$ cat src/rtl/trdb_packet_sequencer.sv
// trdb_packet_sequencer
//   Builds the lc/tc/nc instruction context from a one-step-per-beat stream,
//   owns the resync counter and thaddr state, and selects the packet
//   format/subformat and payload mux controls. Decisions are queued in a small
//   FIFO drained by the packet emitter over a valid/ready handshake.
//
// Ports
//   clk_i, rst_i            clock, synchronous active-high reset
//   valid_i + step attrs    one instruction step (becomes tc on acceptance)
//   enc_*/opmode_change_i   support-event pulses, held until the next decision
//   flush_i                 decide pending tc with an unqualified nc
//   resync_mode_i/max_i     resync counting mode and threshold
//   pkt_*_o, pkt_ready_i    FIFO head and emitter handshake
//   packets_lost_o          sticky loss flag
//   fifo_level_o            FIFO occupancy
module trdb_packet_sequencer #(
    parameter int FIFO_DEPTH = 4,
    parameter int RESYNC_W   = 16
) (
    input  logic                             clk_i,
    input  logic                             rst_i,
    input  logic                             valid_i,
    input  logic                             qualified_i,
    input  logic                             exception_i,
    input  logic                             retired_i,
    input  logic                             privchange_i,
    input  logic                             context_change_i,
    input  logic                             updiscon_i,
    input  logic                             branch_map_empty_i,
    input  logic                             branch_map_full_i,
    input  logic                             enc_enabled_i,
    input  logic                             enc_disabled_i,
    input  logic                             opmode_change_i,
    input  logic                             flush_i,
    input  logic                             resync_mode_i,
    input  logic [RESYNC_W-1:0]              resync_max_i,
    output logic                             pkt_valid_o,
    input  logic                             pkt_ready_i,
    output logic [1:0]                       pkt_format_o,
    output logic [1:0]                       pkt_subformat_o,
    output logic                             pkt_thaddr_o,
    output logic                             pkt_cause_sel_o,
    output logic                             pkt_tval_sel_o,
    output logic                             packets_lost_o,
    output logic [$clog2(FIFO_DEPTH+1)-1:0]  fifo_level_o
);
    localparam int AW = $clog2(FIFO_DEPTH);
    localparam int LW = $clog2(FIFO_DEPTH+1);

    localparam logic [1:0] F_OPT_EXT    = 2'd0;
    localparam logic [1:0] F_DIFF_DELTA = 2'd1;
    localparam logic [1:0] F_ADDR_ONLY  = 2'd2;
    localparam logic [1:0] F_SYNC       = 2'd3;
    localparam logic [1:0] SF_START     = 2'd0;
    localparam logic [1:0] SF_TRAP      = 2'd1;
    localparam logic [1:0] SF_SUPPORT   = 2'd3;

    typedef struct packed {
        logic q;
        logic exc;
        logic ret;
        logic priv;
        logic ctx;
        logic upd;
        logic bm_empty;
        logic bm_full;
    } step_t;

    typedef struct packed {
        logic [1:0] fmt;
        logic [1:0] sub;
        logic       thaddr;
        logic       cause_sel;
        logic       tval_sel;
    } pkt_t;

    // state
    step_t                tc_q, tc_d, lc_q, lc_d;
    logic                 tc_v_q, tc_v_d, lc_v_q, lc_v_d;
    logic                 thaddr_q, thaddr_d;
    logic [RESYNC_W-1:0]  cnt_q, cnt_d;
    logic                 lost_q, lost_d;
    logic                 ev_q, ev_d;
    pkt_t                 mem_q [FIFO_DEPTH];
    pkt_t                 mem_d [FIFO_DEPTH];
    logic [AW-1:0]        wr_ptr_q, wr_ptr_d, rd_ptr_q, rd_ptr_d;
    logic [LW-1:0]        level_q, level_d;

    // decision terms
    step_t  in_step, nc;
    logic   dec_ev, ev_any, first_q, final_q, reported, resync_hit;
    logic   tc_exc_only, tc_er, tc_ppccd, nc_exc_only, nc_ppccd;
    logic [1:0] f12;
    logic   match;
    pkt_t   dec_pkt;
    logic   pop, full, push_req, push_ok, cnt_clr, cnt_inc;

    assign in_step = '{q: qualified_i, exc: exception_i, ret: retired_i,
                       priv: privchange_i, ctx: context_change_i, upd: updiscon_i,
                       bm_empty: branch_map_empty_i, bm_full: branch_map_full_i};

    // A flush presents an all-zero (unqualified) nc.
    assign nc          = valid_i ? in_step : '0;
    assign dec_ev      = (valid_i | flush_i) & tc_v_q;
    assign ev_any      = ev_q | enc_enabled_i | enc_disabled_i | opmode_change_i;
    assign first_q     = tc_q.q & ~(lc_v_q & lc_q.q);
    assign final_q     = lc_v_q & lc_q.q & ~tc_q.q;
    assign tc_exc_only = tc_q.exc & ~tc_q.ret;
    assign tc_er       = tc_q.exc & tc_q.ret;
    assign tc_ppccd    = tc_q.priv | tc_q.ctx;
    assign nc_exc_only = nc.exc & ~nc.ret;
    assign nc_ppccd    = nc.priv | nc.ctx;
    assign reported    = lc_q.exc & ~thaddr_q;
    assign resync_hit  = cnt_q >= resync_max_i;
    assign f12         = tc_q.bm_empty ? F_ADDR_ONLY : F_DIFF_DELTA;

    // Format selection, first match wins.
    always_comb begin
        match   = 1'b0;
        dec_pkt = '{fmt: F_OPT_EXT, sub: SF_START, thaddr: 1'b0,
                    cause_sel: 1'b0, tval_sel: 1'b0};
        if (ev_any | final_q | lost_q) begin
            match       = 1'b1;
            dec_pkt.fmt = F_SYNC;
            dec_pkt.sub = SF_SUPPORT;
        end else if (tc_q.q & lc_q.exc) begin
            match       = 1'b1;
            dec_pkt.fmt = F_SYNC;
            if (tc_exc_only) begin
                dec_pkt.sub = SF_TRAP;
            end else if (reported) begin
                dec_pkt.sub = SF_START;
            end else begin
                dec_pkt.sub    = SF_TRAP;
                dec_pkt.thaddr = 1'b1;
            end
        end else if (tc_q.q & (first_q | tc_ppccd | resync_hit)) begin
            match       = 1'b1;
            dec_pkt.fmt = F_SYNC;
        end else if (tc_q.q & lc_q.upd) begin
            match = 1'b1;
            if (tc_exc_only) begin
                dec_pkt.fmt       = F_SYNC;
                dec_pkt.sub       = SF_TRAP;
                dec_pkt.cause_sel = 1'b1;
                dec_pkt.tval_sel  = 1'b1;
            end else begin
                dec_pkt.fmt = f12;
            end
        end else if (tc_q.q & ((resync_hit & ~tc_q.bm_empty) | tc_er)) begin
            match       = 1'b1;
            dec_pkt.fmt = f12;
        end else if (tc_q.q & (nc_exc_only | (nc_ppccd & ~nc.bm_empty) | ~nc.q)) begin
            match       = 1'b1;
            dec_pkt.fmt = f12;
        end else if (tc_q.q & tc_q.bm_full) begin
            match       = 1'b1;
            dec_pkt.fmt = F_DIFF_DELTA;
        end
    end

    // FIFO control: a push into a full FIFO survives only if the head pops
    // on the same edge.
    assign pop      = (level_q != '0) & pkt_ready_i;
    assign full     = level_q == LW'(FIFO_DEPTH);
    assign push_req = dec_ev & match;
    assign push_ok  = push_req & (~full | pop);

    // Resync clears on START/TRAP (F1/F2 share subformat code 0, so gate on F_SYNC).
    assign cnt_clr = push_ok & (dec_pkt.fmt == F_SYNC) &
                     ((dec_pkt.sub == SF_START) | (dec_pkt.sub == SF_TRAP));
    assign cnt_inc = resync_mode_i ? push_ok : valid_i;

    always_comb begin
        tc_d     = tc_q;
        lc_d     = lc_q;
        tc_v_d   = tc_v_q;
        lc_v_d   = lc_v_q;
        thaddr_d = thaddr_q;
        cnt_d    = cnt_q;
        lost_d   = lost_q;
        ev_d     = dec_ev ? 1'b0 : ev_any;
        mem_d    = mem_q;
        wr_ptr_d = wr_ptr_q;
        rd_ptr_d = rd_ptr_q;
        level_d  = level_q;

        // valid_i outranks flush_i
        if (valid_i) begin
            lc_d   = tc_q;
            lc_v_d = tc_v_q;
            tc_d   = in_step;
            tc_v_d = 1'b1;
        end else if (flush_i) begin
            lc_d   = tc_q;
            lc_v_d = tc_v_q;
            tc_v_d = 1'b0;
        end

        if (dec_ev) thaddr_d = dec_pkt.thaddr;

        if (cnt_clr) begin
            cnt_d = '0;
        end else if (cnt_inc && cnt_q != '1) begin
            cnt_d = cnt_q + RESYNC_W'(1);
        end

        if (push_req & ~push_ok) begin
            lost_d = 1'b1;
        end else if (push_ok & (dec_pkt.fmt == F_SYNC) & (dec_pkt.sub == SF_SUPPORT)) begin
            lost_d = 1'b0;
        end

        if (push_ok) begin
            mem_d[wr_ptr_q] = dec_pkt;
            wr_ptr_d        = wr_ptr_q + AW'(1);
        end
        if (pop) rd_ptr_d = rd_ptr_q + AW'(1);
        level_d = level_q + LW'(push_ok) - LW'(pop);
    end

    always_ff @(posedge clk_i) begin
        if (rst_i) begin
            tc_q     <= '0;
            lc_q     <= '0;
            tc_v_q   <= 1'b0;
            lc_v_q   <= 1'b0;
            thaddr_q <= 1'b0;
            cnt_q    <= '0;
            lost_q   <= 1'b0;
            ev_q     <= 1'b0;
            wr_ptr_q <= '0;
            rd_ptr_q <= '0;
            level_q  <= '0;
        end else begin
            tc_q     <= tc_d;
            lc_q     <= lc_d;
            tc_v_q   <= tc_v_d;
            lc_v_q   <= lc_v_d;
            thaddr_q <= thaddr_d;
            cnt_q    <= cnt_d;
            lost_q   <= lost_d;
            ev_q     <= ev_d;
            wr_ptr_q <= wr_ptr_d;
            rd_ptr_q <= rd_ptr_d;
            level_q  <= level_d;
        end
    end

    // Storage needs no reset: the head is masked whenever the FIFO is empty.
    always_ff @(posedge clk_i) begin
        mem_q <= mem_d;
    end

    pkt_t head;
    assign head            = mem_q[rd_ptr_q];
    assign pkt_valid_o     = level_q != '0;
    assign pkt_format_o    = pkt_valid_o ? head.fmt       : 2'd0;
    assign pkt_subformat_o = pkt_valid_o ? head.sub       : 2'd0;
    assign pkt_thaddr_o    = pkt_valid_o & head.thaddr;
    assign pkt_cause_sel_o = pkt_valid_o & head.cause_sel;
    assign pkt_tval_sel_o  = pkt_valid_o & head.tval_sel;
    assign packets_lost_o  = lost_q;
    assign fifo_level_o    = level_q;

endmodule

$ cat config.mk
export PLATFORM = sky130hd
export DESIGN_NAME = trdb_packet_sequencer
export DESIGN_NICKNAME = d
export VERILOG_FILES = /design/src/rtl/trdb_packet_sequencer.sv
export SDC_FILE = /design/constraint.sdc
export NUM_CORES = 1
export LEC_CHECK = 0
export ABC_AREA = 1
export CAP_MARGIN = 0
export CORE_UTILIZATION = 45
export CTS_CLUSTER_SIZE = 8
export DETAILED_ROUTE_END_ITERATION = 12
export GPL_TIMING_DRIVEN = 1
export PLACE_DENSITY = 0.67
export SLEW_MARGIN = 15
export SYNTH_ARGS = -nofsm -noshare
export SYNTH_HDL_FRONTEND = slang
export SYNTH_SLANG_ARGS = --single-unit
$ cat constraint.sdc
create_clock -name clk_i -period 3.3 [get_ports clk_i]
set_input_delay 0.66 -clock clk_i [delete_from_list [all_inputs] [get_ports clk_i]]
set_output_delay 0.66 -clock clk_i [all_outputs]
set_load 0.005 [all_outputs]
# ---- Word level (Yosys, flattened, before mapping)
# Index checks and enable logic that the tools add are counted.
dict set report word_totals {
  regBits 67
  output_inout_bits 12
  wordCells 162
}
dict set report classes {
  addsub 5
  magnitude_cmp 4
  eq_ne 5
  muxes 47
  n_bitwise 53
  reduce_logical 8
}
# operator count
set op_table {}
lappend op_table {{$mux 2} 15}
lappend op_table {{$bwmux 28} 1}
lappend op_table {{$and 1x1->1} 26}
lappend op_table {{$mux 8} 3}
lappend op_table {{$mux 7} 3}
lappend op_table {{$mux 1} 20}
lappend op_table {{$add 16x1->16 const B} 1}
lappend op_table {{$ge 16x16->1} 1}
lappend op_table {{$ne 16x16->1 const B} 1}
lappend op_table {{$or 1x1->1} 15}
lappend op_table {{$bmux 7 s2} 1}
lappend op_table {{$demux 7 s2} 1}
lappend op_table {{$not 1->1} 10}
lappend op_table {{$mux 4} 2}
lappend op_table {{$ge 3x3->1 const B} 2}
lappend op_table {{$not 2->3} 2}
lappend op_table {{$add 2x1->2 const B} 2}
lappend op_table {{$eq 2x2->1 const B} 2}
lappend op_table {{$reduce_bool 2->1} 2}
lappend op_table {{$reduce_or 2->1} 2}
lappend op_table {{$add 3x1->3} 1}
lappend op_table {{$eq 3x3->1 const B} 1}
lappend op_table {{$lt 3x1->1 const B} 1}
lappend op_table {{$mux 3} 1}
lappend op_table {{other kinds (5)} 6}

# ---- Depth between registers and ports, before layout
# Gate-level depths: netlist (run 1).
dict set report logic_depth {
  depth_word 18
  depth_mapped 23
  mapped_depth_nobuf 22
}

# ---- Least setup slack after synthesis (run 1)
# OpenSTA, ideal clock, no wires.
dict set report synth_path {
  kind {input-to-reg}
  from {input resync_max_i[3]}
  to {register level_q[2], in the netlist fifo_level_o[2]}
  setup_ns 0.128
  arrival_time_ns 2.853
  t_required_ns 3.172
  setup_slack_ns 0.319
  cell_stages 22
  path_buffers 1
  path_cell_list {inv_1 ha_1 nand2_1 nor2_1 nor2_1 nand2_1 nand2_1 nand2_1 nand2_1 nand2_1 nand2_1 nand2_1 nand2_1 nand2_1 nand3_2 buf_6 ha_1 inv_1 ha_1 fa_1 xor2_1 nor2_1}
}
dict set report synth_between {
  elab_chain_cells 13
  elab_cells_between_ends 15
  classes_between {2 x add/sub; 1 x order compare; 5 x mux; 7 x bitwise}
}
# item line
set synth_lines {}
lappend synth_lines {{from (decl)} 36} ;# input logic [RESYNC_W-1:0] resync_max_i,
lappend synth_lines {{$ge 16x16->1 (*)} 114} ;# assign resync_hit = cnt_q >= resync_max_i;
lappend synth_lines {{$and 1x1->1} 150} ;# end else if (tc_q.q & ((resync_hit & ~tc_q.bm_empty) | tc_er)) begin
lappend synth_lines {{$or 1x1->1} 150}
lappend synth_lines {{$and 1x1->1} 150}
lappend synth_lines {{$mux 1} 150}
lappend synth_lines {{$mux 1} 140} ;# end else if (tc_q.q & lc_q.upd) begin
lappend synth_lines {{$mux 1 (*)} 137} ;# end else if (tc_q.q & (first_q | tc_ppccd | resync_hit)) begin
lappend synth_lines {{$mux 1 (*)} 126} ;# end else if (tc_q.q & lc_q.exc) begin
lappend synth_lines {{$mux 1 (*)} 122} ;# if (ev_any | final_q | lost_q) begin
lappend synth_lines {{$and 1x1->1 (*)} 166} ;# assign push_req = dec_ev & match;
lappend synth_lines {{$and 1x1->1 (*)} 167} ;# assign push_ok = push_req & (~full | pop);
lappend synth_lines {{$add 3x1->3 (*)} 219} ;# level_d = level_q + LW'(push_ok) - LW'(pop);
lappend synth_lines {{$sub 3x1->3 (*)} 219}
lappend synth_lines {{to (signal assigned)} 246} ;# level_q <= level_d;
lappend synth_lines {{to (decl)} 87} ;# logic [LW-1:0] level_q, level_d;
# Every way passes the cells marked *; elsewhere a longest branch is shown, timed or not.
# A chain may end at the register's enable or synchronous reset.

# ---- Worst setup path in the final report (run 1)
dict set report layout_path {
  from {input resync_max_i[3]}
  to {register level_q[1], in the netlist fifo_level_o[1]}
}
dict set report layout_between {
  elab_chain_cells 13
  elab_cells_between_ends 15
  classes_between {2 x add/sub; 1 x order compare; 5 x mux; 7 x bitwise}
}
# item line
set layout_lines {}
lappend layout_lines {{$ge 16x16->1 (*)} 114}
lappend layout_lines {{$and 1x1->1} 150}
lappend layout_lines {{$or 1x1->1} 150}
lappend layout_lines {{$and 1x1->1} 150}
lappend layout_lines {{$mux 1} 150}
lappend layout_lines {{$mux 1} 140}
lappend layout_lines {{$mux 1 (*)} 137}
lappend layout_lines {{$mux 1 (*)} 126}
lappend layout_lines {{$mux 1 (*)} 122}
lappend layout_lines {{$and 1x1->1 (*)} 166}
lappend layout_lines {{$and 1x1->1 (*)} 167}
lappend layout_lines {{$add 3x1->3 (*)} 219}
lappend layout_lines {{$sub 3x1->3 (*)} 219}
lappend layout_lines {{via level_d[1]} 87}
# The timed path passes the listed nets; every way through them passes the cells marked *.

==> impl_summary.txt, run 1 <==
----------------------------------------------------
[Min path]
  Min-Delay Path Class ... reg -> reg

[Pwr]
  Internal ... 1.547 mW
  Reported leakage power ... 1.823 nW
  Clock network power share ... 34.4%
  Switching Share ... 28.62%
  Net load switching power ... 0.6205 mW
  Total power per unit cell area ... 484.7 mW/mm²
  Combinational fraction of design power ... between 20% and 30%
  Sequential Power Share ... 41.5%
  Worst IR Drop VDD ... around 0.00024 V
  Final total power ... 2.168 mW

[Run status]
  Outcome ... completed

[Layout]
  Share of cells above drive strength 1 ... 13.61%
  Final standard cell area without fillers ... 0.004473 mm²
  Number of inserted filler cells in the final layout ... between 600 and 700
  Layout-stage area growth over the synthesis result ... 26.86%
  Final net count ... ~560
  Total inserted antenna cells ... 0
  Post-layout utilization of the core ... around three fifths

[Setup path]
  Maximum fanout count along the critical path ... 2
  Critical Path End Type ... flip-flop
  Reg-to-reg startpoint ... cnt_q[0]
  Setup slack, reg-to-reg ... 0.54 ns
  CP Class ... in -> reg
  FF-to-FF path depth ... 21
  Endpoint of the lowest-slack register-to-register path ... fifo_level_o[1]
  Data arrival at the endpoint of the critical path ... 3.39 ns
  Data required, critical path ... 3.58 ns
  Critical path startpoint category ... input port
  Startpoint of the worst setup timing path ... resync_max_i[3]
  CP endpoint ... fifo_level_o[1]

[Logic synthesis]
  Cell type with the highest aggregate area in the netlist ... sky130_fd_sc_hd__dfxtp_1
  Cell count after synthesis ... 444
  Most numerous cell in the Yosys netlist ... sky130_fd_sc_hd__nand2_1
  Post-synthesis register bit count ... between 60 and 70
  Mapped Avg Cell Area ... 7.941 µm²
  Yosys synthesis warning count ... 0
  Predominant post-synthesis flop cell ... sky130_fd_sc_hd__dfxtp_1
  Commonest cells in the synthesized netlist ... sky130_fd_sc_hd__nand2_1 (78), sky130_fd_sc_hd__nor2_1 (64), sky130_fd_sc_hd__inv_1 (53), sky130_fd_sc_hd__dfxtp_1 (39), sky130_fd_sc_hd__a21oi_1 (36)
  Area share of the largest cell type after synthesis ... 22.14%
  Nets in the synthesized netlist ... 501
  Share of flip-flops with an asynchronous set or reset after synthesis ... 0%
  Number of distinct library cells after synthesis ... 32
  Number of flops mapped to enable cells by yosys ... 24
  Portion of the post-synthesis area used by sequential elements ... 42.58%
  Cells taking the most area after synthesis ... sky130_fd_sc_hd__dfxtp_1 (22%), sky130_fd_sc_hd__edfxtp_1 (20%), sky130_fd_sc_hd__nand2_1 (8.3%)
  Mapped Area ... between 0.003 and 0.004 mm²

[STA]
  Final worst-path cycle share ... 94.14%
  Pin slew with the least headroom to its limit ... between 0.5 and 0.6 ns
  Min Clock Period, post-route ... 3.107 ns
  Final Hold Violating Endpoints ... 0
  Fmax ... 321.9 MHz
  Fin. max-slew vios ... 0
  Relative slew slack ... 60.76%
  Total negative slack for setup checks ... 0 ns
  Number of failing setup endpoints in the final timing report ... 0
  Final clock skew ... a little over 0.009 ns

[Global routing]
  Routing layer with the top usage in global route ... met2
  Vias in the first global route ... just under 3000
  Total overflow reported by the global router ... 0
  Global-route wire length before repair ... about 13000 µm
  Total routing resource utilization after global routing ... 19.84%
  Antenna violations before repair ... 0
  Met1 GRT Util ... 25.86%
  Met2 demand-to-capacity share in global routing ... between 30 and 40%
  Met3 Use GR ... 3.956%
  Pin count of the biggest net entering global routing ... 19

[Floorplanning]
  Standard-cell rows ... 31
  Core region area ... ~0.0074 mm²
  Effective utilization at floorplan ... 47.59%
  Full die area ... 0.008193 mm²
  Number of primary I/O pins ... 45
  Vertical die dimension ... 90.52 µm
  Die Wd ... 90.52 µm

[Run]
  Count of maximum capacitance violations ... 0

[Place]
  RD Place Congestion ... 0.9366
  Placed standard-cell area ... 0.004138 mm²
  # port buffers ... 44
  Post-detail-place hpwl ... 5364 µm

[Route]
  DR vias/cell ... 5.054
  Routed len/inst ... 12.39 µm
  Post-route DRC violation count ... 0
  First-pass iteration count of the detailed router ... 4
  Total detailed-routing wirelength ... around 7500 µm
  Number of routed nets with antenna violations ... 0
  Number of DRC markers after the initial detailed-route iteration ... between 100 and 150
  Detailed-route via count ... 3063

[Clocking]
  TritonCTS clock tree ... built
  Root Buffer ... sky130_fd_sc_hd__clkbuf_8
  Count of clock tree sinks ... 63
  Clock transition time at the flip-flop clock pins of the worst setup and hold paths ... 0.08 ns
  Clock latency reported for the late side of the worst-skew pair ... around 0.34 ns
  Number of clock buffers inserted by TritonCTS ... 9
  Maximum root-to-sink buffer count ... 2
  CTS HTree Levels ... 3

----------------------------------------------------
==> how the worst min path moves through the flow <==
stage | startpoint | end | slack (ns) | depth (start not counted)
5_1_grt | tc_v_q | tc_v_q | 0.49 | 2
2_1_floorplan | tc_v_q | tc_v_q | 0.44 | 2
6_report | tc_v_q | tc_v_q | 0.47 | 2
3_3_place_gp | tc_q[3] | tc_q[3] | 0.45 | 2
3_5_place_dp | tc_v_q | tc_v_q | 0.46 | 2
4_1_cts | tc_v_q | tc_v_q | 0.47 | 2
==> logic make-up after synthesis <==
| logic type | share of synthesized area (%) |
|---|---|
| buf+inv | 8.162 |
| fa+ha+maj | 8.730 |
| flops | 42.58 |
| xor+xnor | 3.726 |
| simple gates | 24.34 |
| compound gates | 12.46 |
==> power groups by stage <==
| stage | Sequential [mW] | Combinational (mW) | Clock, mW |
|---|---|---|---|
| final | 0.900 | 0.522 | 0.745 |
| after global routing | 0.908 | 0.595 | 0.794 |
| after CTS | 0.897 | 0.504 | 0.760 |
| after detailed placement | 0.915 | 0.502 | 0 |
| after global placement | 0.916 | 0.488 | 0 |
| after floorplan | 0.890 | 0.279 | 0 |
==> layer usage <==
metal	share of wire, %	wire (µm)	vias to the layer above
met1	49	3702	1403
li1	-	-	1589
met5	0	0	-
met3	3.6	269	8
met2	46	3462	63
met4	1.0	76	0
==> registers in the layout (all words and copies together), names as in the netlist <==
signal and cells:
rd_ptr_q 2, cnt_q 16, thaddr_q 1, tc_q 8, packets_lost_o 1, fifo_level_o 3, mem_q 24, tc_v_q 1
ev_q 1, lc_v_q 1, wr_ptr_q 2, lc_q 3
==> worst max-delay path, cell delays in order <==
cell and delay [ns]:
sky130_fd_sc_hd__clkdlybuf4s50_1 0.45, sky130_fd_sc_hd__inv_1 0.06, sky130_fd_sc_hd__ha_4 0.26, sky130_fd_sc_hd__nand2_2 0.04
sky130_fd_sc_hd__nor2_1 0.08, sky130_fd_sc_hd__nor2_1 0.05, sky130_fd_sc_hd__nand2_1 0.07, sky130_fd_sc_hd__nand2_1 0.06
sky130_fd_sc_hd__nand2_2 0.09, sky130_fd_sc_hd__nand2_2 0.06, sky130_fd_sc_hd__nand2_1 0.06, sky130_fd_sc_hd__nand2_1 0.05
sky130_fd_sc_hd__nand2_1 0.07, sky130_fd_sc_hd__nand2_2 0.07, sky130_fd_sc_hd__nand2_4 0.09, sky130_fd_sc_hd__nand3_4 0.07
sky130_fd_sc_hd__ha_4 0.27, sky130_fd_sc_hd__inv_2 0.04, sky130_fd_sc_hd__ha_4 0.15, sky130_fd_sc_hd__fa_2 0.52
sky130_fd_sc_hd__inv_1 0.04, sky130_fd_sc_hd__nor2_1 0.07
==> area by class of cell <==
| type | count | area, µm² | area share (%) |
|---|---|---|---|
| clock inverter | 7 | 96.34 | 2.154 |
| clock buffer | 9 | 123.9 | 2.769 |
| timing repair buffer | 62 | 593.1 | 13.26 |
| sequential | 63 | 1501 | 33.57 |
| inverter | 54 | 202.7 | 4.531 |
| multi-input combinational | 312 | 1832 | 40.95 |
| tap | 99 | 123.9 | 2.769 |
==> stage by stage <==
step | instances | hold slack [ns] | setup slack (ns)
2_1_floorplan | 444 | 0.4393 | 0.3189
3_3_place_gp | 588 | 0.4548 | -0.1958
3_5_place_dp | 588 | 0.4570 | -0.2511
4_1_cts | 604 | 0.4694 | 0.1212
5_1_grt | 606 | 0.4880 | -0.01269
6_report | 606 | 0.4675 | 0.1932
==> cell usage in the layout (no fill, tap or decap), types with 2 or more instances in the layout <==
| cell type | n |
|---|---|
| sky130_fd_sc_hd__clkinv_1 | 2 |
| sky130_fd_sc_hd__dfxtp_1 | 39 |
| sky130_fd_sc_hd__o21ai_0 | 29 |
| sky130_fd_sc_hd__xor2_1 | 10 |
| sky130_fd_sc_hd__clkbuf_8 | 9 |
| sky130_fd_sc_hd__clkdlybuf4s50_1 | 42 |
| sky130_fd_sc_hd__a21oi_1 | 34 |
| sky130_fd_sc_hd__xnor2_1 | 5 |
| sky130_fd_sc_hd__nand2_2 | 6 |
| sky130_fd_sc_hd__nor3_1 | 4 |
| sky130_fd_sc_hd__or2_2 | 2 |
| sky130_fd_sc_hd__nand3_2 | 3 |
| sky130_fd_sc_hd__nand4_1 | 23 |
| sky130_fd_sc_hd__ha_1 | 19 |
| sky130_fd_sc_hd__bufinv_16 | 2 |
| sky130_fd_sc_hd__nor4_1 | 3 |
| sky130_fd_sc_hd__nand2_1 | 73 |
| sky130_fd_sc_hd__inv_2 | 2 |
| sky130_fd_sc_hd__ha_4 | 4 |
| sky130_fd_sc_hd__inv_1 | 51 |
| sky130_fd_sc_hd__nor2_1 | 64 |
| sky130_fd_sc_hd__nand3_1 | 9 |
| sky130_fd_sc_hd__a21oi_2 | 12 |
| sky130_fd_sc_hd__clkinvlp_4 | 2 |
| sky130_fd_sc_hd__dlymetal6s2s_1 | 2 |
| sky130_fd_sc_hd__buf_4 | 17 |
| sky130_fd_sc_hd__edfxtp_1 | 24 |
==> timing repair <==
item	4_1_cts	5_1_grt
endpoints found under the setup margin	0	2
hold buffers	0	0
setup buffers	0	2
gates resized for setup	0	22
Power figures use the tool's default switching activity.
==> run 2: changes to the inputs <==
Settings changed: CAP_MARGIN 0 to 30.
==> results of run 2 <==
Same layout as run 1: the final DEF is identical, and so are final timing and power.
